==> src/rtl/qspi_chan_arbiter.sv <==
// Round-robin arbiter between the AXI data channel and AHB control channel
// onto the single QSPI transfer request path, with completion watchdog.
module qspi_chan_arbiter #(
  parameter int TIMEOUT_CYCLES = 65535,
  parameter int CNT_W          = 16
) (
  input  logic        clock,
  input  logic        rst,
  input  logic        dchan_req_valid,
  output logic        dchan_req_ready,
  input  logic [7:0]  dchan_req_data_size,
  input  logic [7:0]  dchan_req_data_burstlen,
  input  logic [7:0]  dchan_req_inst,
  input  logic [23:0] dchan_req_addr,
  input  logic        cchan_req_valid,
  output logic        cchan_req_ready,
  input  logic [7:0]  cchan_req_data_size,
  input  logic [7:0]  cchan_req_data_burstlen,
  input  logic [7:0]  cchan_req_inst,
  input  logic [23:0] cchan_req_addr,
  output logic        out_req_valid,
  input  logic        out_req_ready,
  output logic [7:0]  out_req_data_size,
  output logic [7:0]  out_req_data_burstlen,
  output logic [7:0]  out_req_inst,
  output logic [23:0] out_req_addr,
  input  logic        xfer_done,
  output logic        xfer_abort,
  output logic        owner_sel,
  output logic        tdata_lock,
  output logic        dchan_done,
  output logic        dchan_error,
  output logic        cchan_resp_valid,
  output logic        cchan_resp_error,
  output logic [1:0]  cchan_resp_cause
);

  typedef enum logic [1:0] {
    S_IDLE, S_ISSUE, S_BUSY, S_RESP
  } state_t;

  localparam logic [CNT_W-1:0] WD_LIM =
    CNT_W'(TIMEOUT_CYCLES - 1);

  state_t      state_q, state_d;
  logic        owner_q, owner_d;
  logic        last_q, last_d;
  logic [7:0]  size_q, size_d;
  logic [7:0]  burst_q, burst_d;
  logic [7:0]  inst_q, inst_d;
  logic [23:0] addr_q, addr_d;
  logic        oval_q, oval_d;
  logic [CNT_W-1:0] wd_q, wd_d;
  logic        lock_q, lock_d;
  logic        ddone_q, ddone_d;
  logic        derr_q, derr_d;
  logic        cval_q, cval_d;
  logic        cerr_q, cerr_d;
  logic [1:0]  ccause_q, ccause_d;

  logic        idle, gnt_c, gnt_d, wd_hit;
  logic        resp_en;
  logic [1:0]  resp_cause;

  // Grant decode: sole requester wins, a tie goes against last_grant.
  always_comb begin
    idle   = (state_q == S_IDLE);
    gnt_c  = cchan_req_valid & (~dchan_req_valid | ~last_q);
    gnt_d  = dchan_req_valid & (~cchan_req_valid | last_q);
    wd_hit = (TIMEOUT_CYCLES != 0) && (wd_q == WD_LIM);
  end

  assign dchan_req_ready = idle & gnt_d & ~rst;
  assign cchan_req_ready = idle & gnt_c & ~rst;
  assign xfer_abort = (state_q == S_BUSY) & wd_hit & ~xfer_done;

  // Next-state, field latch, watchdog and response pulse computation.
  always_comb begin
    state_d    = state_q;
    owner_d    = owner_q;
    last_d     = last_q;
    size_d     = size_q;
    burst_d    = burst_q;
    inst_d     = inst_q;
    addr_d     = addr_q;
    oval_d     = oval_q;
    wd_d       = wd_q;
    resp_en    = 1'b0;
    resp_cause = 2'b00;
    unique case (state_q)
      S_IDLE: begin
        if (gnt_c | gnt_d) begin
          owner_d = gnt_c;
          last_d  = gnt_c;
          size_d  = gnt_c ? cchan_req_data_size
                          : dchan_req_data_size;
          burst_d = gnt_c ? cchan_req_data_burstlen
                          : dchan_req_data_burstlen;
          inst_d  = gnt_c ? cchan_req_inst
                          : dchan_req_inst;
          addr_d  = gnt_c ? cchan_req_addr
                          : dchan_req_addr;
          if (size_d == 8'd0 || burst_d == 8'd0) begin
            state_d    = S_RESP;
            resp_en    = 1'b1;
            resp_cause = 2'b10;
          end else begin
            state_d = S_ISSUE;
            oval_d  = 1'b1;
          end
        end
      end
      S_ISSUE: begin
        if (out_req_ready) begin
          state_d = S_BUSY;
          oval_d  = 1'b0;
          wd_d    = '0;
        end
      end
      S_BUSY: begin
        wd_d = wd_q + 1'b1;
        if (xfer_done) begin
          state_d = S_RESP;
          resp_en = 1'b1;
        end else if (wd_hit) begin
          state_d    = S_RESP;
          resp_en    = 1'b1;
          resp_cause = 2'b01;
        end
      end
      S_RESP: begin
        state_d = S_IDLE;
      end
      default: begin
        state_d = S_IDLE;
      end
    endcase
    ddone_d  = resp_en & ~owner_d;
    derr_d   = resp_en & ~owner_d & (resp_cause != 2'b00);
    cval_d   = resp_en & owner_d;
    cerr_d   = resp_en & owner_d & (resp_cause != 2'b00);
    ccause_d = (resp_en & owner_d) ? resp_cause : 2'b00;
    lock_d   = ~owner_d &
               (state_d == S_ISSUE || state_d == S_BUSY);
  end

  // State and registered outputs; reset abandons any transfer silently.
  always_ff @(posedge clock or posedge rst) begin
    if (rst) begin
      state_q  <= S_IDLE;
      owner_q  <= 1'b0;
      last_q   <= 1'b0;
      size_q   <= '0;
      burst_q  <= '0;
      inst_q   <= '0;
      addr_q   <= '0;
      oval_q   <= 1'b0;
      wd_q     <= '0;
      lock_q   <= 1'b0;
      ddone_q  <= 1'b0;
      derr_q   <= 1'b0;
      cval_q   <= 1'b0;
      cerr_q   <= 1'b0;
      ccause_q <= 2'b00;
    end else begin
      state_q  <= state_d;
      owner_q  <= owner_d;
      last_q   <= last_d;
      size_q   <= size_d;
      burst_q  <= burst_d;
      inst_q   <= inst_d;
      addr_q   <= addr_d;
      oval_q   <= oval_d;
      wd_q     <= wd_d;
      lock_q   <= lock_d;
      ddone_q  <= ddone_d;
      derr_q   <= derr_d;
      cval_q   <= cval_d;
      cerr_q   <= cerr_d;
      ccause_q <= ccause_d;
    end
  end

  assign out_req_valid         = oval_q;
  assign out_req_data_size     = size_q;
  assign out_req_data_burstlen = burst_q;
  assign out_req_inst          = inst_q;
  assign out_req_addr          = addr_q;
  assign owner_sel             = owner_q;
  assign tdata_lock            = lock_q;
  assign dchan_done            = ddone_q;
  assign dchan_error           = derr_q;
  assign cchan_resp_valid      = cval_q;
  assign cchan_resp_error      = cerr_q;
  assign cchan_resp_cause      = ccause_q;

endmodule
==> config.mk <==
export PLATFORM = sky130hd
export DESIGN_NAME = qspi_chan_arbiter
export DESIGN_NICKNAME = d
export VERILOG_FILES = /design/src/rtl/qspi_chan_arbiter.sv
export SDC_FILE = /design/constraint.sdc
export NUM_CORES = 1
export LEC_CHECK = 0
export BUFFER_PORTS_ARGS = -buffer_cell sky130_fd_sc_hd__buf_2
export CAP_MARGIN = 40
export CELL_PAD_IN_SITES_DETAIL_PLACEMENT = 1
export CELL_PAD_IN_SITES_GLOBAL_PLACEMENT = 2
export CORE_MARGIN = 5
export CORE_UTILIZATION = 24
export DETAILED_ROUTE_END_ITERATION = 10
export PLACE_DENSITY_LB_ADDON = 0.15
export SLEW_MARGIN = 20
export SYNTH_ARGS = -nofsm -noshare
export SYNTH_HDL_FRONTEND = slang
export SYNTH_SLANG_ARGS = --single-unit
export TNS_END_PERCENT = 50
==> constraint.sdc <==
create_clock -name clock -period 2.1 [get_ports clock]
set_input_delay 0.315 -clock clock [delete_from_list [all_inputs] [get_ports clock]]
set_output_delay 0.315 -clock clock [all_outputs]
set_load 0.1 [all_outputs]
==> out/qor.yml <==
cp.required_ns: 1.78
violations: "negative setup slack"
cp_slowest_cell: "or4_4"
max-cap-violations: 0
yosysUniqueCellTypes: 37
final_layout_size_suffix_gt1_share_pct: 39.7
yosysWarnings: 0
worstPathMaxFanout: 4
post-route-period-util_pct: 102
yosys_register_bits: 76
avgRoutedWirePerCell_um: 16.4
yosysSeqAreaShare_pct: 53.8
timing.slew.headroom_pct: 63.0
die-area_um2: 17300
synth_area_um2: 3540
slowest_delay_ns: 0.53
clockRootBuffer: "clkbuf_16"
rsz0062_at_grt: "true"
hpwl_um: 8710
setup_viol: 1
grt_max_degree: 97
worst_pin_slew_ns: 0.551
start_util_pct: 24.4
io_buffers: 161
final_util_pct: 35.6
antenna_found_initial: 2
syn-num-nets: 452
vias: 3265
die_height_um: 131
postSynthCellCount: 348
ios: 162
finalHoldViolCount: 0
pre_cts_ws_ns: 0.177
tritoncts: "done"
design.core.area_um2: 14500
first_iter_violations: 213
cts_hold_buf: 0
status: "finished with violations"
fp.dieW_um: 131
placementRows: 44
fin_hold_ws_ns: 0.0473
crit_chain: "and4_4 > nand3_4 > or4_4 > inv_4 > buf_12"
fmax_mhz: 468
htree_levels: 3
hold_path.class: "primary input to asynchronous set/reset pin"
drt_wl_total_um: 11700
setup.worst_path.end_class: "primary output"
gp_congestion: 0.748
cts.path.max_buffers: 2
syn2layout_area_growth_pct: 45.6
diodes: 0
syn-mean-instance-area_um2: 10.2
numCtsBuffers: 9
grtUsageTotal_pct: 13.7
finalCriticalPeriod_ns: 2.14
critPathLaunchType: "flip-flop"
drc: 0
grt-ovfl-total: 0
fin_ws_ns: -0.0388
cts.sink_count: 76
drtPass1Iterations: 4
grt_pass1_vias: 3536
grt_first_pass_wirelength_um: 19100
clk_latency_ns: 0.33
worstPathArrival_ns: 1.82
clk_transition_reported_paths_ns: 0.06
finalClockSkew_ns: 0.00346
critPathKind: "flip-flop to primary output"
fin_nets: 627
maxSlewViolCount: 0
ant_nets: 0
avgViaCountPerCell: 4.59
sequential cells by signal, indices dropped and copies added (netlist names), 2 cells and up:
register / cells
state_q: 2
out_req_data_size: 8
out_req_data_burstlen: 8
out_req_inst: 8
cchan_resp_cause: 2
out_req_addr: 24
wd_q: 16
critical path, delay by kind of cell (launching register included):
kind / cells / cell delay (ns)
buffers and inverters: 2 / 0.24
AND/OR/NAND/NOR: 3 / 0.88
flip-flops: 1 / 0.36
kinds of logic (layout without fill, tap and decap cells):
logic type,Yosys count,in the layout,synth area share [%]
buffers and inverters,22,201,2.72
multiplexers,51,51,14.4
adder cells (fa/ha/maj),2,2,0.707
flip-flops,76,76,53.8
AO/OA/AOI/OAI,80,80,12.5
AND/OR/NAND/NOR,117,117,15.8
layout make-up:
cell class                 instances  area, um^2
timing repair buffer             182        1050
clock inverter                     4         120
tap                              184         230
fill                            1669        9330
inverter                           4        21.3
sequential                        76        1900
multi-input combinational        250        1580
clock buffer                      11         253
final timing paths:
check,from,cells after the start,slack [ns],to
min reg2reg,wd_q[15]$_DFFE_PP0P_,1,0.47,wd_q[15]$_DFFE_PP0P_
max,wd_q[7]$_DFFE_PP0P_,5,-0.04,xfer_abort
min in group clock,dchan_req_inst[5],3,0.27,out_req_inst[5]$_DFFE_PP0P_
max in group asynchronous,rst,3,1.33,out_req_addr[6]$_DFFE_PP0P_
max reg2reg,state_q[1]$_DFF_PP0_,4,0.32,wd_q[15]$_DFFE_PP0P_
min,rst,2,0.05,last_q$_DFFE_PP0P_
cells in the mapped netlist, drive strengths merged:
cell type / n / area (um^2)
buf: 11 / 55.1
or4: 1 / 11.3
nand3b: 1 / 7.51
a311oi: 1 / 8.76
nand2: 66 / 248
a21oi: 5 / 25.0
a31oi: 2 / 12.5
o311ai: 1 / 8.76
clkbuf: 7 / 26.3
o41ai: 1 / 8.76
nor4: 8 / 50.1
o21a: 1 / 7.51
o211ai: 3 / 22.5
nor3: 3 / 20.0
a21boi: 2 / 15.0
a22o: 1 / 8.76
dfrtp: 76 / 1900
o21ai: 59 / 295
ha: 2 / 25.0
and4: 3 / 28.8
mux2i: 51 / 510
and3: 2 / 13.8
nand2b: 1 / 6.26
nor2: 6 / 22.5
or3: 1 / 6.26
nor3b: 1 / 7.51
nand4: 4 / 25.0
nor2b: 1 / 6.26
o31ai: 4 / 30.0
inv: 4 / 15.0
nand3: 19 / 108
through the flow:
stage	instance area [um^2]	setup TNS, ns	cells
after floorplan	3550	-0.178	348
after global placement	4670	0	684
after detailed placement	4670	0	684
after CTS	5130	-0.0598	710
after global routing	5150	-0.125	711
final	5150	-0.0388	711
routing by layer:
metal / vias to the layer above / GRT usage (%) / share of wire [%]
li1: 1595 / - / -
met3: 13 / 5.47 / 6.6
met4: 4 / 3.37 / 0.95
met5: - / 0 / 0.22
met1: 1560 / 17.0 / 44
met2: 93 / 22.5 / 48
what timing repair did:
item,4_1_cts,5_1_grt
resized for setup,2,1
setup endpoints to repair,1,1
setup buffers,11,0
placed cells by master (no fill, tap or decap), drive strengths merged:
| cell | count |
|---|---|
| nor3 | 3 |
| buf | 182 |
| dfrtp | 76 |
| a22o | 1 |
| clkinvlp | 1 |
| a21boi | 2 |
| nand3b | 1 |
| or4 | 1 |
| nor2 | 6 |
| o21a | 1 |
| a311oi | 1 |
| nand3 | 19 |
| o311ai | 1 |
| nor4 | 8 |
| nand4 | 4 |
| clkbuf | 11 |
| inv | 3 |
| and3 | 2 |
| o211ai | 3 |
| mux2i | 51 |
| o31ai | 4 |
| and4 | 3 |
| nor3b | 1 |
| nand2b | 1 |
| a31oi | 2 |
| nor2b | 1 |
| o21ai | 59 |
| or3 | 1 |
| nand2 | 66 |
| ha | 2 |
| bufinv | 4 |
| o41ai | 1 |
| a21oi | 5 |
Power is left out: the tool's default activity adds up to more than one toggle a clock period on the data nets, which glitch-free logic cannot reach.
